File: src/rtl/cra_next.sv
// Microcode next-address sequencer: computes the next control-RAM address
// from force/return/dispatch/skip/jump sources and keeps a subroutine return stack.
module cra_next #(
  parameter int         ADR_W    = 12,
  parameter int         DEPTH    = 16,
  parameter logic [5:0] RET_CODE = 6'h01
) (
  input  logic                   eboxClk,
  input  logic                   eboxReset_n,
  input  logic                   eboxHold,
  input  logic                   forceLd,
  input  logic [ADR_W-1:0]       forceAdr,
  input  logic [ADR_W-1:0]       CRAM_J,
  input  logic                   CRAM_CALL,
  input  logic [5:0]             CRAM_DISP,
  input  logic                   skipTrue,
  input  logic                   dispEn,
  input  logic [ADR_W-1:0]       dispOr,
  output logic [ADR_W-1:0]       CRADR,
  output logic [$clog2(DEPTH):0] stackDepth,
  output logic                   stackOvf,
  output logic                   stackUnf
);

  localparam int IW = $clog2(DEPTH);
  localparam int DW = IW + 1;

  logic [ADR_W-1:0] stack_mem [DEPTH];

  logic             is_ret;
  logic             empty;
  logic             full;
  logic [IW-1:0]    top_idx;
  logic [ADR_W-1:0] top_adr;
  logic [ADR_W-1:0] next_adr;
  logic [DW-1:0]    depth_nxt;
  logic             wr_en;
  logic [IW-1:0]    wr_idx;
  logic             set_ovf;
  logic             set_unf;

  assign is_ret  = (CRAM_DISP == RET_CODE);
  assign empty   = (stackDepth == '0);
  assign full    = (stackDepth == DW'(DEPTH));
  assign top_idx = IW'(stackDepth - DW'(1));
  assign top_adr = stack_mem[top_idx];

  // Address selection; every combination is a bitwise OR, never an add.
  always_comb begin
    if (forceLd) begin
      next_adr = forceAdr;
    end else if (is_ret) begin
      next_adr = empty ? CRAM_J : (top_adr | CRAM_J);
    end else if (dispEn) begin
      next_adr = CRAM_J | dispOr;
    end else begin
      next_adr = CRAM_J | {{(ADR_W-1){1'b0}}, skipTrue};
    end
  end

  // Stack bookkeeping. A simultaneous call+return overwrites the top entry
  // in place, after the return address has already been read from it.
  // NOTE: every signal assigned here gets a default first, so no latch is inferred.
  always_comb begin
    depth_nxt = stackDepth;
    wr_en     = 1'b0;
    wr_idx    = IW'(stackDepth);
    set_ovf   = 1'b0;
    set_unf   = 1'b0;
    if (forceLd) begin
      depth_nxt = '0;
    end else if (CRAM_CALL && is_ret) begin
      wr_en = 1'b1;
      if (empty) begin
        wr_idx    = '0;
        depth_nxt = DW'(1);
        set_unf   = 1'b1;
      end else begin
        wr_idx = top_idx;
      end
    end else if (CRAM_CALL) begin
      if (full) begin
        set_ovf = 1'b1;
      end else begin
        wr_en     = 1'b1;
        depth_nxt = stackDepth + DW'(1);
      end
    end else if (is_ret) begin
      if (empty) begin
        set_unf = 1'b1;
      end else begin
        depth_nxt = stackDepth - DW'(1);
      end
    end
  end

  // NOTE: sequential state uses non-blocking assignments so all registers
  // sample the same pre-edge values.
  always_ff @(posedge eboxClk or negedge eboxReset_n) begin
    if (!eboxReset_n) begin
      CRADR      <= '0;
      stackDepth <= '0;
      stackOvf   <= 1'b0;
      stackUnf   <= 1'b0;
    end else if (!eboxHold) begin
      CRADR      <= next_adr;
      stackDepth <= depth_nxt;
      stackOvf   <= stackOvf | set_ovf;
      stackUnf   <= stackUnf | set_unf;
    end
  end

  // NOTE: the stack array is not reset; entries at or above the depth are
  // never read as valid data, so clearing them would only cost logic.
  always_ff @(posedge eboxClk) begin
    if (!eboxHold && wr_en) begin
      stack_mem[wr_idx] <= CRADR;
    end
  end

endmodule
File: config.mk
export PLATFORM = sky130hd
export DESIGN_NAME = cra_next
export DESIGN_NICKNAME = d
export VERILOG_FILES = /design/src/rtl/cra_next.sv
export SDC_FILE = /design/constraint.sdc
export NUM_CORES = 1
export LEC_CHECK = 0
export BUFFER_PORTS_ARGS = -buffer_cell sky130_fd_sc_hd__buf_2
export CORE_MARGIN = 8
export CORE_UTILIZATION = 55
export CTS_BUF_LIST = sky130_fd_sc_hd__clkbuf_8
export CTS_CLUSTER_DIAMETER = 80
export DETAILED_ROUTE_END_ITERATION = 10
export GPL_TIMING_DRIVEN = 0
export PLACE_DENSITY_LB_ADDON = 0.3
export SYNTH_ARGS = -nofsm -noshare
export SYNTH_HDL_FRONTEND = slang
export SYNTH_SLANG_ARGS = --single-unit
File: constraint.sdc
create_clock -name eboxClk -period 5.1 [get_ports eboxClk]
set_input_delay 0.255 -clock eboxClk [delete_from_list [all_inputs] [get_ports eboxClk]]
set_output_delay 0.255 -clock eboxClk [all_outputs]
set_load 0.03 [all_outputs]
==> results.sh, run 1 <==
export IMPL_yosysUniqueCellTypes=52
export IMPL_vias_per_cell=6.398
export IMPL_clk_latency_ps=550
export IMPL_startpoint="stackDepth[0]$_DFFE_PN0P_"
export IMPL_setup_viol=0
export IMPL_synth_cells=538
export IMPL_placed_area_sq_um=9968
export IMPL_wl_per_cell_microns=25.59
export IMPL_ys_flop_type="edfxtp_1"
export IMPL_synth_nets=590
export IMPL_hpwlAfterDp_microns=16160
export IMPL_post_route_min_period_ps=4810
export IMPL_setup_tns_ps=0
export IMPL_min_from="forceAdr[3]"
export IMPL_cp_arrival_ps=5050
export IMPL_power_density_nw_per_um2=425.1
export IMPL_place_congestion=0.9835
export IMPL_nets=722
export IMPL_stdcell_count=915
export IMPL_holdCritPathClass="in -> reg"
export IMPL_worst_setup_path_type="reg -> reg"
export IMPL_grt_pass1_wl_microns=35600
export IMPL_syn_area_per_cell_sq_um=16.96
export IMPL_yosysTopAreaCell="edfxtp_1"
export IMPL_ys_ff_latch=211
export IMPL_hold_violations=0
export IMPL_synth_area_top_cells="edfxtp_1 63%, mux4_2 12%, dfrtp_1 5.2%, a211oi_1 2.7%, mux2i_1 1.8%"
export IMPL_cts_tree="yes"
export IMPL_maxSlewViolCount=0
export IMPL_drive_gt1_frac=0.3094
export IMPL_fmax_mhz=207.9
export IMPL_first_iter_violations=728
export IMPL_syn_area_sq_um=9125
export IMPL_synth_top_cell_area_share=0.6318
export IMPL_rsz0062_at_grt="yes"
export IMPL_nFillCells=1130
export IMPL_track_usage=0.2321
export IMPL_cts_repair_resized=0
export IMPL_initial_core_util=0.5562
export IMPL_synthMostInstantiatedCell="edfxtp_1"
export IMPL_ys_seq_area_frac=0.6839
export IMPL_htreeDepth=2
export IMPL_slew_headroom=0.2281
export IMPL_skew_ps=34.81
export IMPL_cp_end_kind="flip-flop"
export IMPL_leakagePower_nw=3.643
export IMPL_grt_pass1_vias=6152
export IMPL_crit_path_end="stack_mem[12][5]$_DFFE_PP_"
export IMPL_routed_wl_microns=23420
export IMPL_clk_pin_slew_ps=70
export IMPL_setup_ws_ps=289.7
export IMPL_cap_viol_max_count=0
export IMPL_worstMarginPinSlew_ps=1142
export IMPL_numPlacedInstances=841
export IMPL_syn2layout_area_growth_pct=17.89
export IMPL_chipHeight_microns=144.8
export IMPL_finalInstanceArea_sq_um=10760
export IMPL_synth_edf_count=192
export IMPL_antenna_cells=0
export IMPL_rows=47
export IMPL_gr_total_overflow=0
export IMPL_path_max_fanout=10
export IMPL_ant_nets=0
export IMPL_start_kind="flip-flop"
export IMPL_post_route_period_util=0.9432
export IMPL_r2r_start="stackDepth[0]$_DFFE_PN0P_"
export IMPL_crit_required_ps=5340
export IMPL_r2r_slack_ps=290
export IMPL_finalPower_mw=4.573
export IMPL_rr_worst_depth=13
export IMPL_die_w_microns=144.8
export IMPL_cts_buffer_depth=3
export IMPL_yosys_top_cells_count="192 x edfxtp_1, 48 x mux4_2, 33 x a211oi_1, 23 x clkbuf_1"
export IMPL_grt_max_degree=20
export IMPL_peakVddDrop_mv=0.2702
export IMPL_yosys_warnings=0
export IMPL_die_area_sq_um=20970
export IMPL_antenna_found_initial=0
export IMPL_cts_made_buffers=35
export IMPL_holdWs_ps=110.8
export IMPL_synthArstFlopShare=0.09005
export IMPL_drc=0
export IMPL_ctsRootBufferMaster="clkbuf_8"
export IMPL_utilization=0.6557
export IMPL_port_buffers=67
export IMPL_outcome="finished clean"
export IMPL_num_vias=5854
export IMPL_first_pass_iters=6
export IMPL_r2r_end="stack_mem[12][5]$_DFFE_PP_"
export IMPL_dp_slack_ps=212.3
export IMPL_ios=68
export IMPL_core_sq_um=16410
export IMPL_clock_sinks=211
sequential cells by signal, indices dropped and copies added (netlist names):
signal,cells
CRADR,12
stackUnf,1
stackOvf,1
stack_mem,192
stackDepth,5
cell families (layout without fill, tap and decap cells):
kind of cell | after synthesis | in the layout | synth area share
flops | 211 | 211 | 0.6839
compound gates | 123 | 123 | 0.09571
simple gates | 90 | 90 | 0.05649
mux | 65 | 65 | 0.1373
buf+inv | 44 | 201 | 0.02057
fa+ha+maj | 3 | 3 | 0.004114
xor+xnor | 2 | 2 | 0.001920
worst min path at each step:
stage,slack (ps),cells after the start,endpoint
2_1_floorplan,-40,0,CRADR[0]$_DFFE_PN0N_
3_3_place_gp,230,1,stackDepth[2]$_DFFE_PN0P_
3_5_place_dp,250,1,stackDepth[2]$_DFFE_PN0P_
4_1_cts,80,4,CRADR[3]$_DFFE_PN0N_
5_1_grt,110,4,CRADR[5]$_DFFE_PN0N_
6_report,110,4,CRADR[3]$_DFFE_PN0N_
critical path, stage by stage (launching register included):
cell and delay (ps):
dfrtp_1 390, buf_2 180, buf_2 300, buf_2 300
inv_1 160, ha_1 310, clkbuf_1 300, buf_2 350
buf_2 440, inv_1 160, o22ai_1 200, mux2i_1 220
nor4_2 890, buf_4 310
cell type report:
| cell class | instances | area [sq um] | share of cell area |
|---|---|---|---|
| sequential | 211 | 6241 | 0.5801 |
| multi-input combinational | 283 | 2786 | 0.2590 |
| timing repair buffer | 95 | 598.1 | 0.05559 |
| clock buffer | 36 | 495.5 | 0.04606 |
| tap | 220 | 275.3 | 0.02559 |
| clock inverter | 26 | 173.9 | 0.01617 |
| buffer | 38 | 165.2 | 0.01535 |
| inverter | 6 | 22.52 | 0.002094 |
metal layers:
| metal | routed length (microns) | up-vias | part of all wire | track usage |
|---|---|---|---|---|
| met4 | 1130 | 0 | 0.048 | 0.1238 |
| met5 | 0 | - | 0 | 0 |
| met2 | 11120 | 324 | 0.48 | 0.3589 |
| li1 | - | 2523 | - | - |
| met3 | 1930 | 70 | 0.082 | 0.04921 |
| met1 | 9231 | 2937 | 0.39 | 0.3048 |
what timing repair did:
item,CTS,global route
hold endpoints to repair,30,0
hold buffers,12,0
setup buffers,0,0
endpoints found under the setup margin,0,13
where the power goes:
group | internal (mW) | switching (mW) | leakage [nW]
Combinational | 0.395 | 0.691 | 1.31
Sequential | 1.97 | 0.0823 | 1.96
Clock | 0.767 | 0.667 | 0.372
Total | 3.13 | 1.44 | 3.64
placed cells by master (no fill, tap or decap), drive strengths merged, types with 3 or more instances in the layout:
cell         instances
a211oi              33
a21oi                6
a31oi               15
a32oi                4
and3                13
buf                 98
clkbuf              59
clkinv              13
dfrtp               19
dlygate4sd3         12
edfxtp             192
ha                   3
inv                 16
mux2i               16
mux4                48
nand2               19
nand3                6
nor2                15
nor2b                7
nor3                 4
nor4                10
o211ai              14
o21a                11
o21ai               13
o31ai               14
or3b                 3
or4                  3
Power figures use the tool's default switching activity.
==> inputs of run 2 (changes only) <==
--- a/config.mk
+++ b/config.mk
@@ -5,12 +5,13 @@
 export SDC_FILE = /design/constraint.sdc
 export NUM_CORES = 1
 export LEC_CHECK = 0
-export BUFFER_PORTS_ARGS = -buffer_cell sky130_fd_sc_hd__buf_2
+export CORE_ASPECT_RATIO = 1.2
 export CORE_MARGIN = 8
 export CORE_UTILIZATION = 55
 export CTS_BUF_LIST = sky130_fd_sc_hd__clkbuf_8
 export CTS_CLUSTER_DIAMETER = 80
 export DETAILED_ROUTE_END_ITERATION = 10
+export DONT_BUFFER_PORTS = 1
 export GPL_TIMING_DRIVEN = 0
 export PLACE_DENSITY_LB_ADDON = 0.3
 export SYNTH_ARGS = -nofsm -noshare
==> results.sh, run 2 (same netlist as run 1, synthesis figures left out) <==
export IMPL_track_usage=0.2231
export IMPL_crit_buf_inv=8
export IMPL_hpwlAfterDp_microns=16280
export IMPL_setup_tns_ps=0
export IMPL_initial_core_util=0.5608
export IMPL_slew_headroom=0.1775
export IMPL_clock_sinks=211
export IMPL_min_from="forceAdr[2]"
export IMPL_reg_top3="stack_mem x192, CRADR x12, stackDepth x5"
export IMPL_first_pass_iters=5
export IMPL_post_cts_buffers=0
export IMPL_wl_met2_microns=11560
export IMPL_syn2layout_area_growth_pct=15.00
export IMPL_holdCritPathClass="in -> reg"
export IMPL_finalPower_mw=4.474
export IMPL_skew_ps=22.81
export IMPL_core_sq_um=16270
export IMPL_fmax_mhz=206.5
export IMPL_stdcell_count=847
export IMPL_leakagePower_nw=3.407
export IMPL_cpLargestDelayFamily="buffers and inverters"
export IMPL_die_w_microns=133.6
export IMPL_cts_buffer_depth=3
export IMPL_outcome="finished clean"
export IMPL_vias_per_cell=6.664
export IMPL_routed_wl_microns=23390
export IMPL_worstMarginPinSlew_ps=1200
export IMPL_drive_gt1_frac=0.2299
export IMPL_nets=664
export IMPL_m1WireLength_microns=8707
export IMPL_gr_total_overflow=0
export IMPL_cts_tree="yes"
export IMPL_cap_viol_max_count=0
export IMPL_clk_pin_slew_ps=70
export IMPL_cp_arrival_ps=5090
export IMPL_ctsRootBufferMaster="clkbuf_8"
export IMPL_drc=0
export IMPL_maxSlewViolCount=0
export IMPL_cp_end_kind="flip-flop"
export IMPL_grt_pass1_vias=5948
export IMPL_power_frac_comb=0.223
export IMPL_met3WireLength_microns=2106
export IMPL_path_cells="buf_2 -> buf_2 -> buf_2 -> inv_1 -> ha_1 -> clkbuf_1 -> buf_2 -> clkbuf_1 -> a31oi_1 -> nor4_2 -> buf_4"
export IMPL_port_buffers=0
export IMPL_final_cell_mix="192 x edfxtp_1, 48 x mux4_2, 32 x clkbuf_8"
export IMPL_ant_nets=0
export IMPL_numPlacedInstances=769
export IMPL_post_route_min_period_ps=4843
export IMPL_path_common_cell="buf_2"
export IMPL_path_max_fanout=10
export IMPL_num_vias=5644
export IMPL_htreeDepth=1
export IMPL_regMostFlops="stack_mem"
export IMPL_clk_latency_ps=560
export IMPL_startpoint="stackDepth[0]$_DFFE_PN0P_"
export IMPL_rows=51
export IMPL_switchingPower_mw=1.394
export IMPL_chipHeight_microns=157.1
export IMPL_nFillCells=1118
export IMPL_internal_power_mw=3.079
export IMPL_r2r_start="stackDepth[0]$_DFFE_PN0P_"
export IMPL_final_common_cell="edfxtp_1"
export IMPL_wl_per_cell_microns=27.62
export IMPL_place_congestion=0.9861
export IMPL_swShare=0.3117
export IMPL_grt_max_degree=20
export IMPL_crit_required_ps=5340
export IMPL_hold_violations=0
export IMPL_cpPeakStageDelay_ps=700
export IMPL_power_density_nw_per_um2=426.3
export IMPL_clockPowerShare=0.305
export IMPL_antenna_cells=0
export IMPL_top_layer_used="met4"
export IMPL_antenna_found_initial=0
export IMPL_cts_made_buffers=31
export IMPL_critPathSlowestCell="nor4_2"
export IMPL_post_route_period_util=0.9496
export IMPL_die_area_sq_um=20990
export IMPL_start_kind="flip-flop"
export IMPL_power_frac_seq=0.472
export IMPL_grt_pass1_wl_microns=35290
export IMPL_peakVddDrop_mv=0.2667
export IMPL_ios=68
export IMPL_holdWs_ps=27.60
export IMPL_worst_setup_path_type="reg -> reg"
export IMPL_utilization=0.6449
export IMPL_setup_viol=0
export IMPL_first_iter_violations=495
export IMPL_largest_reg_flops=192
[run 2: through the flow]
step                      setup WS [ps]  area [sq um]
after global placement            -1042          9390
after global routing             -2.839         10490
after floorplan                   783.4          9125
after detailed placement          203.3          9634
final                             257.0         10490
after CTS                         198.4         10480
[run 2: worst paths after layout]
check / end / slack (ps) / cells after the start
worst max-delay path: stack_mem[13][5]$_DFFE_PP_ / 260 / 11
worst min-delay path: CRADR[2]$_DFFE_PN0N_ / 30 / 3
worst max register to register: stack_mem[13][5]$_DFFE_PP_ / 260 / 11
worst min register to register: stackUnf$_DFFE_PN0N_ / 710 / 1
max in group asynchronous: CRADR[9]$_DFFE_PN0N_ / 4060 / 1
min in group asynchronous: stackDepth[0]$_DFFE_PN0P_ / 360 / 1
[run 2: repair_timing]
action | in CTS | in global routing
setup endpoints to repair | 0 | 14
resized for setup | 0 | 2
hold endpoints to repair | 35 | 0
hold buffers | 22 | 0
[run 2: metal layers]
layer | vias up | global-route usage
li1 | 2405 | -
met1 | 2854 | 0.2669
met2 | 312 | 0.3749
met3 | 73 | 0.05453
met4 | 0 | 0.1044
met5 | - | 0
[run 2: tightest hold or removal path, cell delays in order]
cell and delay (ps):
o21a_1 120, a31oi_1 100, o31ai_1 70
[run 2: cell type report]
type	instances	area, sq um	area share
buffer	38	165.2	0.01574
clock buffer	32	440.4	0.04197
clock inverter	24	181.4	0.01729
inverter	6	22.52	0.002146
multi-input combinational	283	2804	0.2672
sequential	211	6241	0.5947
tap	212	265.3	0.02528
timing repair buffer	41	374.1	0.03565
[run 2: power by group through the flow]
stage,sequential [mW],clock [mW],combinational (mW)
global placement,2.15,0,0.918
global route,2.12,1.46,1.05
CTS,2.12,1.38,0.981
floorplan,2.11,0,0.651
finish,2.11,1.36,0.999
detailed placement,2.15,0,0.953
==> inputs of run 3 (changes only) <==
--- a/config.mk
+++ b/config.mk
@@ -14,6 +14,7 @@
 export DONT_BUFFER_PORTS = 1
 export GPL_TIMING_DRIVEN = 0
 export PLACE_DENSITY_LB_ADDON = 0.3
+export RECOVER_POWER = 100
 export SYNTH_ARGS = -nofsm -noshare
 export SYNTH_HDL_FRONTEND = slang
 export SYNTH_SLANG_ARGS = --single-unit
==> constraint.sdc (replaced) <==
create_clock -name eboxClk -period 5.2 [get_ports eboxClk]
set_input_delay 0.26 -clock eboxClk [delete_from_list [all_inputs] [get_ports eboxClk]]
set_output_delay 0.26 -clock eboxClk [all_outputs]
set_load 0.03 [all_outputs]
==> results.sh, run 3 (same netlist as run 1, synthesis figures left out) <==
export IMPL_cts_buffer_depth=3
export IMPL_cpPeakStageDelay_ps=770
export IMPL_final_cell_mix="192 x edfxtp_1, 48 x mux4_2, 35 x clkbuf_1"
export IMPL_drive_gt1_frac=0.1991
export IMPL_wl_per_cell_microns=27.64
export IMPL_worstMarginPinSlew_ps=1310
export IMPL_nets=662
export IMPL_seq_area_sq_um=6241
export IMPL_clk_latency_ps=560
export IMPL_grt_pass1_wl_microns=35290
export IMPL_hold_violations=0
export IMPL_r2r_end="stack_mem[5][4]$_DFFE_PP_"
export IMPL_placed_area_sq_um=9634
export IMPL_routed_wl_microns=23360
export IMPL_initial_core_util=0.5608
export IMPL_num_vias=5649
export IMPL_cts_repair_resized=0
export IMPL_setup_tns_ps=0
export IMPL_grt_pass1_vias=5960
export IMPL_final_common_cell="edfxtp_1"
export IMPL_crit_required_ps=5430
export IMPL_ios=68
export IMPL_setup_viol=0
export IMPL_clk_pin_slew_ps=70
export IMPL_fmax_mhz=199.6
export IMPL_cap_viol_max_count=0
export IMPL_finalInstanceArea_sq_um=10340
export IMPL_path_common_cell="buf_2"
export IMPL_regMostFlops="stack_mem"
export IMPL_post_route_min_period_ps=5011
export IMPL_syn2layout_area_growth_pct=13.36
export IMPL_first_iter_violations=459
export IMPL_cp_arrival_ps=5240
export IMPL_outcome="finished clean"
export IMPL_peakVddDrop_mv=0.2610
export IMPL_core_sq_um=16270
export IMPL_rr_worst_depth=11
export IMPL_start_kind="flip-flop"
export IMPL_antenna_found_initial=0
export IMPL_hpwlAfterDp_microns=16280
export IMPL_first_pass_iters=5
export IMPL_min_from="forceAdr[7]"
export IMPL_ctsRootBufferMaster="clkbuf_8"
export IMPL_place_congestion=0.9861
export IMPL_cts_tree="yes"
export IMPL_critPathSlowestCell="nor4_2"
export IMPL_r2r_slack_ps=190
export IMPL_maxSlewViolCount=0
export IMPL_multi_input_area_sq_um=2744
export IMPL_track_usage=0.2228
export IMPL_holdWs_ps=21.41
export IMPL_die_w_microns=133.6
export IMPL_leakagePower_nw=3.338
export IMPL_stdcell_count=845
export IMPL_worstHoldPathCells=3
export IMPL_slew_headroom=0.1213
export IMPL_rsz0062_at_grt="no"
export IMPL_r2r_start="stackDepth[0]$_DFFE_PN0P_"
export IMPL_worst_setup_path_type="reg -> reg"
export IMPL_drc=0
export IMPL_reg_top3="stack_mem x192, CRADR x12, stackDepth x5"
export IMPL_nFillCells=1150
export IMPL_grt_max_degree=20
export IMPL_antenna_cells=0
export IMPL_port_buffers=0
export IMPL_cts_made_buffers=31
export IMPL_path_cells="buf_2 -> buf_2 -> buf_2 -> inv_1 -> ha_1 -> clkbuf_1 -> buf_2 -> clkbuf_1 -> a31oi_1 -> nor4_2 -> buf_2"
export IMPL_holdCritPathClass="in -> reg"
export IMPL_htreeDepth=1
export IMPL_path_max_fanout=10
export IMPL_cp_end_kind="flip-flop"
export IMPL_die_area_sq_um=20990
export IMPL_clock_sinks=211
export IMPL_largest_reg_flops=192
export IMPL_vias_per_cell=6.685
export IMPL_chipHeight_microns=157.1
export IMPL_rows=51
export IMPL_skew_ps=24.96
export IMPL_finalPower_mw=4.370
export IMPL_ant_nets=0
export IMPL_numPlacedInstances=769
export IMPL_post_route_period_util=0.9636
export IMPL_power_density_nw_per_um2=422.5
export IMPL_min_to="CRADR[7]$_DFFE_PN0N_"
export IMPL_gr_total_overflow=0
-- run 3: changes by cell type in the layout (fill, tap and decap cells not counted), moves of 3 or more --
| cell | before | now |
|---|---|---|
| buf_4 | 16 | 1 |
| buf_6 | 4 | 1 |
| clkbuf_1 | 23 | 35 |
| clkbuf_2 | 0 | 7 |
| a211oi_1 | 25 | 31 |
| a211oi_2 | 8 | 2 |
-- run 3: metal layers --
layer  up-vias  GRT usage  share of wire
li1       2407          -              -
met1      2853     0.2614           0.36
met2       315     0.3708           0.49
met3        74    0.06250          0.097
met4         0     0.1125          0.045
met5         -          0              0
-- run 3: per-stage QoR --
step                setup slack, ps    util
floorplan                     883.4       -
global placement             -941.9  0.5771
detailed placement            303.3  0.5921
CTS                           298.4  0.6426
global route                  14.75  0.6357
finish                        189.1  0.6357
-- run 3: power breakdown --
part / switching [mW] / internal [mW] / leakage, nW
sequential: 0.137 / 1.93 / 1.96
clock: 0.619 / 0.720 / 0.347
combinational: 0.599 / 0.363 / 1.03
-- run 3: final cells by class --
type,count,share of cell area
buffer,38,0.01585
clock buffer,32,0.04258
clock inverter,24,0.01754
inverter,6,0.002177
multi-input combinational,283,0.2653
sequential,211,0.6034
tap,212,0.02564
timing repair buffer,39,0.02758
-- run 3: timing repair --
| item | CTS | global route |
|---|---|---|
| setup buffers | 0 | 0 |
| endpoints found under the hold margin | 34 | 0 |
| hold buffers | 20 | 0 |
-- run 3: worst max-delay path by stage --
stage,to,depth (start not counted),slack [ps],startpoint
final,stack_mem[5][4]$_DFFE_PP_,11,190,stackDepth[0]$_DFFE_PN0P_
after floorplan,stack_mem[12][0]$_DFFE_PP_,12,880,stackDepth[0]$_DFFE_PN0P_
after CTS,stack_mem[12][5]$_DFFE_PP_,13,300,stackDepth[0]$_DFFE_PN0P_
after detailed placement,stack_mem[12][5]$_DFFE_PP_,13,300,stackDepth[0]$_DFFE_PN0P_
after global placement,stack_mem[4][1]$_DFFE_PP_,12,-940,stackDepth[0]$_DFFE_PN0P_
after global routing,stack_mem[5][7]$_DFFE_PP_,11,10,stackDepth[0]$_DFFE_PN0P_
-- run 3: critical path: cells and delay by family (launching register included) --
| family | cells | cell delay [ps] |
|---|---|---|
| compound gates | 1 | 390 |
| fa+ha+maj | 1 | 310 |
| buf+inv | 8 | 2620 |
| flops | 1 | 540 |
| simple gates | 1 | 770 |
